--- config.mk ---
export PLATFORM = sky130hd
export DESIGN_NAME = irq_rr_arbiter32
export DESIGN_NICKNAME = d
export VERILOG_FILES = /design/src/rtl/irq_rr_arbiter32_pkg.sv /design/src/rtl/irq_rr_pick32.sv /design/src/rtl/irq_rr_arbiter32.sv
export SDC_FILE = /design/constraint.sdc
export NUM_CORES = 1
export LEC_CHECK = 0
export ABC_AREA = 1
export ABC_CLOCK_PERIOD_IN_PS = 8700
export CORE_MARGIN = 2
export CORE_UTILIZATION = 48
export CTS_CLUSTER_DIAMETER = 200
export CTS_CLUSTER_SIZE = 10
export DETAILED_ROUTE_END_ITERATION = 10
export HOLD_SLACK_MARGIN = 0.03
export PLACE_DENSITY = 0.85
export SLEW_MARGIN = 20
export SYNTH_ARGS = -nofsm -noshare
export SYNTH_HDL_FRONTEND = slang
export SYNTH_SLANG_ARGS = --single-unit
--- constraint.sdc ---
create_clock -name clk -period 8.7 [get_ports clk]
set_input_delay 2.175 -clock clk [delete_from_list [all_inputs] [get_ports clk]]
set_output_delay 2.175 -clock clk [all_outputs]
set_load 0.01 [all_outputs]
--- src/rtl/irq_rr_arbiter32_pkg.sv ---
// rtl/irq_rr_arbiter32_pkg.sv - shared constants and state encoding for the 32-source round-robin interrupt arbiter
package irq_rr_arbiter32_pkg;

    localparam int N_SRC = 32;
    localparam int IDX_W = 5;

    localparam bit EDGE_TRIG_DEFAULT = 1'b1;

    typedef enum logic {
        ST_IDLE  = 1'b0,
        ST_GRANT = 1'b1
    } arb_state_e;

endpackage

--- src/rtl/irq_rr_pick32.sv ---
// rtl/irq_rr_pick32.sv - combinational rotating-priority picker over 32 eligible sources
module rr_pick32
    import irq_rr_arbiter32_pkg::*;
(
    input  logic [N_SRC-1:0] elig,
    input  logic [IDX_W-1:0] ptr,
    output logic [N_SRC-1:0] onehot,
    output logic [IDX_W-1:0] idx,
    output logic             any
);

    logic [N_SRC-1:0] rot;
    logic [IDX_W-1:0] rot_idx;
    logic             found;

    // Rotate so that ptr lands on bit 0, take the lowest set bit, then rotate the index back.
    // The 5-bit add wraps naturally mod 32, and a shift by 32 on a 32-bit value yields 0 when ptr is 0.
    always_comb begin
        rot     = (elig >> ptr) | (elig << (6'd32 - {1'b0, ptr}));
        rot_idx = '0;
        found   = 1'b0;
        for (int i = 0; i < N_SRC; i++) begin
            if (!found && rot[i]) begin
                rot_idx = IDX_W'(i);
                found   = 1'b1;
            end
        end
        any    = |elig;
        idx    = rot_idx + ptr;
        onehot = any ? (32'd1 << idx) : '0;
    end

endmodule

--- src/rtl/irq_rr_arbiter32.sv ---
// rtl/irq_rr_arbiter32.sv - pending-latch interrupt arbiter with round-robin one-hot grant and ack handshake
module irq_rr_arbiter32
    import irq_rr_arbiter32_pkg::*;
#(
    parameter bit EDGE_TRIG = EDGE_TRIG_DEFAULT
)
(
    input  logic             clk,
    input  logic             rst,
    input  logic [31:0]      irq_in,
    input  logic [31:0]      irq_mask,
    input  logic             grant_ack,
    output logic             grant_valid,
    output logic [31:0]      grant_onehot,
    output logic [31:0]      pending,
    output logic [IDX_W-1:0] rr_ptr
);

    arb_state_e       state_q, state_d;
    logic [31:0]      pending_q, pending_d;
    logic [31:0]      irq_prev_q;
    logic [31:0]      grant_q, grant_d;
    logic [IDX_W-1:0] gidx_q, gidx_d;
    logic [IDX_W-1:0] rr_ptr_q, rr_ptr_d;

    logic [31:0]      set_vec;
    logic [31:0]      clr_vec;
    logic [31:0]      elig;
    logic             ack_acc;
    logic [31:0]      pick_onehot;
    logic [IDX_W-1:0] pick_idx;
    logic             pick_any;

    assign elig    = pending_q & irq_mask;
    assign ack_acc = (state_q == ST_GRANT) && grant_ack;

    rr_pick32 u_pick (
        .elig   (elig),
        .ptr    (rr_ptr_q),
        .onehot (pick_onehot),
        .idx    (pick_idx),
        .any    (pick_any)
    );

    // Pending update: in edge mode a new rising edge wins over a same-cycle ack clear of that bit.
    always_comb begin
        set_vec = irq_in & ~irq_prev_q;
        clr_vec = ack_acc ? grant_q : '0;
        if (EDGE_TRIG) begin
            pending_d = (pending_q & ~clr_vec) | set_vec;
        end else begin
            pending_d = irq_in;
        end
    end

    // Grant FSM: register a pick in IDLE, hold it unchanged in GRANT until acked.
    always_comb begin
        state_d  = state_q;
        grant_d  = grant_q;
        gidx_d   = gidx_q;
        rr_ptr_d = rr_ptr_q;
        unique case (state_q)
            ST_IDLE: begin
                if (pick_any) begin
                    grant_d = pick_onehot;
                    gidx_d  = pick_idx;
                    state_d = ST_GRANT;
                end
            end
            ST_GRANT: begin
                if (grant_ack) begin
                    grant_d  = '0;
                    rr_ptr_d = gidx_q + IDX_W'(1);
                    state_d  = ST_IDLE;
                end
            end
            default: begin
                state_d = ST_IDLE;
                grant_d = '0;
            end
        endcase
    end

    // State registers; reset drops any outstanding grant without needing an ack.
    always_ff @(posedge clk) begin
        if (rst) begin
            state_q    <= ST_IDLE;
            pending_q  <= '0;
            irq_prev_q <= '0;
            grant_q    <= '0;
            gidx_q     <= '0;
            rr_ptr_q   <= '0;
        end else begin
            state_q    <= state_d;
            pending_q  <= pending_d;
            irq_prev_q <= irq_in;
            grant_q    <= grant_d;
            gidx_q     <= gidx_d;
            rr_ptr_q   <= rr_ptr_d;
        end
    end

    assign grant_valid  = (state_q == ST_GRANT);
    assign grant_onehot = grant_q;
    assign pending      = pending_q;
    assign rr_ptr       = rr_ptr_q;

endmodule

## Word-level counts from Yosys, hierarchy flattened

Index checks and enable logic that the tools add are counted.

| word-level totals | value |
|---|---|
| register bits | 107 |
| input port bits | 67 |
| output and inout port bits | 70 |

| operators by class | value |
|---|---|
| add/subtract/negate cells | 3 |
| equal/unequal tests | 2 |
| shift operators | 3 |
| mux-type cells | 69 |
| bitwise logic cells | 8 |
| reductions and logical operators | 67 |

Operators with widths:

| kind | count |
|---|---|
| $and 32x32->32 | 3 |
| $mux 32 | 3 |
| $mux 5 | 16 |
| $not 32->32 | 2 |
| $or 32x32->32 | 2 |
| $pmux 32 s2 | 1 |
| $mux 1 | 34 |
| $logic_and 1x1->1 | 32 |
| $mux 4 | 8 |
| $reduce_or 32->1 | 1 |
| $shl 1x5->32 const A | 1 |
| $shl 32x6->32 | 1 |
| $shr 32x5->32 | 1 |
| $logic_not 1->1 | 31 |
| $mux 3 | 4 |
| $reduce_and 2->1 | 3 |
| $sub 6x5->6 const A | 1 |
| $add 5x1->5 const B | 1 |
| $add 5x5->5 | 1 |
| $mux 2 | 2 |
| $ne 2x2->1 const B | 2 |
| $pmux 1 s2 | 1 |
| $not 1->1 | 1 |

## Logic depth before layout (Yosys ltp)

| depth | value |
|---|---|
| depth after elaboration | 101 |
| gate-level depth with buffers | 40 |
| mapped depth without buffers | 37 |

## By module

Synthesis repeated with hierarchy kept, for this count alone.

| second synthesis, totals | value |
|---|---|
| cell total of the unflattened synthesis | 1318 |
| area total of the unflattened synthesis | 8100.3 µm² |

By module, submodules not included:

| module | instances | cells an instance | area an instance (µm²) | sequential area each (µm²) |
|---|---|---|---|---|
| rr_pick32 | 1 | 817 | 4196.5 | 0.0 |
| irq_rr_arbiter32 | 1 | 501 | 3903.7 | 2142.1 |

## Worst setup path before layout

No wires, ideal clock.

| timing | value |
|---|---|
| path kind | in2reg |
| start | input irq_mask[13] |
| end | register grant_q[15], in the netlist grant_onehot[15] |
| arrival time | 6200 ps |
| required time | 8565 ps |
| setup slack | 2365 ps |
| cell stages on the path | 37 |
| cell sequence | nand2_1 nand2_1 nand3_1 nand3_1 nand2_1 nand2_1 nand2_1 nand2_1 nand2_1 nand2_1 nor2_1 nand4_2 nor2_2 nand4_2 nor2_4 nand4_4 nor2_4 nand4_4 nor2_4 nand4_4 nor2_4 nand4_2 nor2_2 nand3_2 nor2_2 o21ai_2 nand3b_1 ha_1 a21o_1 a21oi_1 or2_2 nand2_1 inv_1 clkbuf_1 nor3_1 nand2_1 a21oi_2 |

| between the ends | value |
|---|---|
| word-level cells in the longest chain between the ends | 101 |

RTL lines:

| item | line | source |
|---|---|---|
| from (decl) | irq_rr_arbiter32.sv:11 | `input logic [31:0] irq_mask,` |
| $and 32x32->32 * | irq_rr_arbiter32.sv:34 | `assign elig = pending_q & irq_mask;` |
| $shl 32x6->32 or $shr 32x5->32 (tied branches) | irq_rr_pick32.sv:19 | `rot = (elig >> ptr) \| (elig << (6'd32 - {1'b0, ptr}));` |
| $or 32x32->32 | irq_rr_pick32.sv:19 |  |
| $mux 1 | irq_rr_pick32.sv:23 | `if (!found && rot[i]) begin` |
| $logic_not 1->1 | irq_rr_pick32.sv:23 |  |
| $logic_and 1x1->1 | irq_rr_pick32.sv:23 |  |
| $mux 1 | irq_rr_pick32.sv:23 |  |
| $logic_not 1->1 | irq_rr_pick32.sv:23 |  |
| (+85 left out) | n/a |  |
| $mux 1 | irq_rr_pick32.sv:23 |  |
| $logic_not 1->1 | irq_rr_pick32.sv:23 |  |
| $logic_and 1x1->1 | irq_rr_pick32.sv:23 |  |
| $mux 5 | irq_rr_pick32.sv:23 |  |
| $add 5x5->5 | irq_rr_pick32.sv:29 | `idx = rot_idx + ptr;` |
| $shl 1x5->32 | irq_rr_pick32.sv:30 | `onehot = any ? (32'd1 << idx) : '0;` |
| $mux 32 | irq_rr_arbiter32.sv:64 | `if (pick_any) begin` |
| $pmux 32 s2 | irq_rr_arbiter32.sv:62 | `unique case (state_q)` |
| to (signal assigned) | irq_rr_arbiter32.sv:97 | `grant_q <= grant_d;` |
| to (decl) | irq_rr_arbiter32.sv:22 | `logic [31:0] grant_q, grant_d;` |

Mark *: on every way between the ends. The rest lies on a longest branch, timed or not. The select of a mux whose other input is x is not followed.
A chain may end at the register's enable or synchronous reset.

## Worst setup path in the final report

| timing | value |
|---|---|
| start | input irq_mask[6] |
| end | register grant_q[13], in the netlist grant_onehot[13] |

Same word-level chain as after synthesis.

==> flow_metrics.env <==
export IMPL_fin_crit_sh_pct=87.1
export IMPL_vias=9529
export IMPL_start_util_pct=49.1
export IMPL_setup_worst_path_end_class="flip-flop"
export IMPL_core_area_sq_um=16500
export IMPL_worstPathMaxFanout=18
export IMPL_grt_pass1_wl_um=46300
export IMPL_initialDrtViolationCount=1062
export IMPL_ctsHoldBuffers=0
export IMPL_clkTransAtPathRegs_ns=0.08
export IMPL_cts_tree="yes"
export IMPL_crit_family="simple AND/OR/NAND/NOR gates"
export IMPL_grt_max_degree=83
export IMPL_cts_sinks=107
export IMPL_timing_fmax_mhz=132
export IMPL_vdd_drop_max_uv=123
export IMPL_final_nets=1479
export IMPL_ys_seq_area_share_pct=26.4
export IMPL_rows=47
export IMPL_final_cells=1630
export IMPL_power_leakage_nw=4.16
export IMPL_die_width_um=134
export IMPL_synthXorXnorAreaFrac_pct=1.31
export IMPL_hold_class="reg -> reg"
export IMPL_synth_area_leaders="dfxtp_1 (26%), nand2_1 (17%), nand3_1 (11%)"
export IMPL_routed_wirelength_um=29100
export IMPL_vias_per_cell=5.85
export IMPL_yosys_area_share_adder_pct=1.17
export IMPL_grt_pass1_vias=8998
export IMPL_h_tree_depth=3
export IMPL_antenna_found_initial=0
export IMPL_ys_ff_latch=107
export IMPL_numCtsBuffers=9
export IMPL_cts_root_buffer="clkbuf_16"
export IMPL_synth_ff_type="dfxtp_1"
export IMPL_rsz0062_at_grt="no"
export IMPL_io_pins=137
export IMPL_worstSetupStartpointType="input pin"
export IMPL_synthDominantCellAreaShare_pct=26.4
export IMPL_status="completed"
export IMPL_syn_area_sq_um=8110
export IMPL_final_layout_size_suffix_gt1_share_pct=7.80
export IMPL_synth_nets=1391
export IMPL_yosys_area_share_simple_pct=43.7
export IMPL_yosys_warnings=0
export IMPL_antenna_left=0
export IMPL_finalHoldViolCount=0
export IMPL_setup_viol=0
export IMPL_fin_crit_ns=7.58
export IMPL_slew_violations=0
export IMPL_slowest_stage="a221oi_1"
export IMPL_synth_top_family_by_area="simple AND/OR/NAND/NOR gates"
export IMPL_place_congestion=1.01
export IMPL_post_cts_buffers=0
export IMPL_synthCells=1317
export IMPL_synth_cell_types=65
export IMPL_fin_skew_ns=0.00848
export IMPL_grtUsageTotal_pct=32.1
export IMPL_antennaDiodeCount=0
export IMPL_crit_type="in -> reg"
export IMPL_synthTopCellsByCount="nand2_1 (358), nand3_1 (173), nor2_1 (149)"
export IMPL_synth_compound_area_share_pct=16.9
export IMPL_avgSynthCellArea_sq_um=6.16
export IMPL_cp_data_required_time_ns=8.99
export IMPL_drc=0
export IMPL_maxCapViolCount=0
export IMPL_timing_hold_ws_ns=0.494
export IMPL_max_slew_margin_pct=38.0
export IMPL_drt_first_pass_iters=6
export IMPL_overflow=0
export IMPL_synthArstFlopShare_pct=0
export IMPL_wl_per_cell_um=17.9
export IMPL_hpwlAfterDp_um=22200
export IMPL_critPathBufInv=4
export IMPL_clk_path_buf_depth=2
export IMPL_power_density_nw_per_um2=210
export IMPL_die_h_um=134
export IMPL_crit_top_cell="nand2_1"
export IMPL_portBuffers=136
export IMPL_syn_to_final_growth_pct=20.6
export IMPL_slowest_delay_ns=0.70
export IMPL_dp_cells=1614
export IMPL_yosysMostFrequentCell="nand2_1"
export IMPL_finalSetupTns_ns=0
export IMPL_worstSkewPairLatency_ns=0.36
export IMPL_tightest_slew_ns=0.929
export IMPL_critPathArrivalTime_ns=7.87
export IMPL_synth_edf_count=0
export IMPL_final_util_pct=59.2
export IMPL_cts_resized=0
export IMPL_dieArea_sq_um=18000
export IMPL_synthMuxAreaShare_pct=0.987
export IMPL_yosysTopAreaCell="dfxtp_1"
[stage by stage]
stage	worst slack, ns	cell area, sq um	power, mW
6_report	1.12	9790	2.05
5_1_grt	0.687	9790	2.16
4_1_cts	1.29	9790	2.02
3_5_place_dp	1.05	9480	1.60
3_3_place_gp	1.16	9470	1.60
2_1_floorplan	2.37	8110	1.28
[path summary, 6_finish.rpt]
| path | from | slack (ns) | end | cells past startpoint |
|---|---|---|---|---|
| min | gidx_q[4] | 0.49 | gidx_q[4] | 2 |
| max | irq_mask[6] | 1.12 | grant_onehot[13] | 32 |
| max reg2reg | rr_ptr[1] | 1.78 | grant_onehot[13] | 34 |
| min reg2reg | gidx_q[4] | 0.49 | gidx_q[4] | 2 |
[registers in the layout, indices dropped and copies added, names as in the netlist]
register      count
gidx_q            5
grant_valid       1
rr_ptr            5
pending          32
irq_prev_q       32
grant_onehot     32
[per-layer routing]
layer	vias to the layer above	wire length, um	part of all wire [%]	track usage, %
met1	4373	12100	42	42.3
met2	495	13200	45	52.0
met3	101	2440	8.4	5.18
met4	0	1370	4.7	14.3
li1	4560	-	-	-
met5	-	0	0	0
[kinds of logic after synthesis]
logic type	after synthesis
buffers and inverters	179
adders and majority gates	7
and+or+nand+nor	781
muxes	8
DFF	107
AOI/OAI and AO/OA	228
xor gates and xnor gates	7
[power breakdown]
group          internal [mW]  total, mW  leakage (nW)  switching (mW)
Combinational          0.335       1.08          3.13           0.743
Clock                  0.211      0.413         0.150           0.202
Sequential             0.527      0.560         0.883          0.0329
[area by class of cell]
| class | count | area (sq um) |
|---|---|---|
| fillers | 1611 | 6740 |
| multi-input cells | 1031 | 5200 |
| flip-flops and latches | 107 | 2140 |
| repair buffers | 146 | 1430 |
| inverters | 110 | 424 |
| well taps | 220 | 275 |
| clock buffers | 10 | 239 |
| clock inverters | 6 | 67.6 |
[worst min-delay path, cell delays in order, from the launching register on]
cell,delay (ns)
dfxtp_1,0.33
nand2_1,0.07
a21oi_1,0.05
[placed cells by master, fill, tap and decap left out, types with 8 or more instances in the layout]
| cell type | synthesis | routed |
|---|---|---|
| a31oi_1 | 11 | 11 |
| nand4_1 | 12 | 12 |
| a21oi_1 | 74 | 74 |
| dfxtp_1 | 107 | 107 |
| nor3_1 | 30 | 30 |
| nor2_1 | 149 | 148 |
| clkdlybuf4s50_1 | 0 | 135 |
| mux2i_1 | 8 | 8 |
| buf_4 | 3 | 11 |
| clkbuf_16 | 0 | 9 |
| nand3_1 | 173 | 173 |
| nand2_1 | 358 | 358 |
| inv_2 | 8 | 8 |
| o211ai_1 | 11 | 11 |
| nand3_2 | 12 | 12 |
| o21ai_0 | 69 | 69 |
| inv_1 | 94 | 94 |
| a21oi_2 | 20 | 20 |
(Power assumes the default switching activity.)
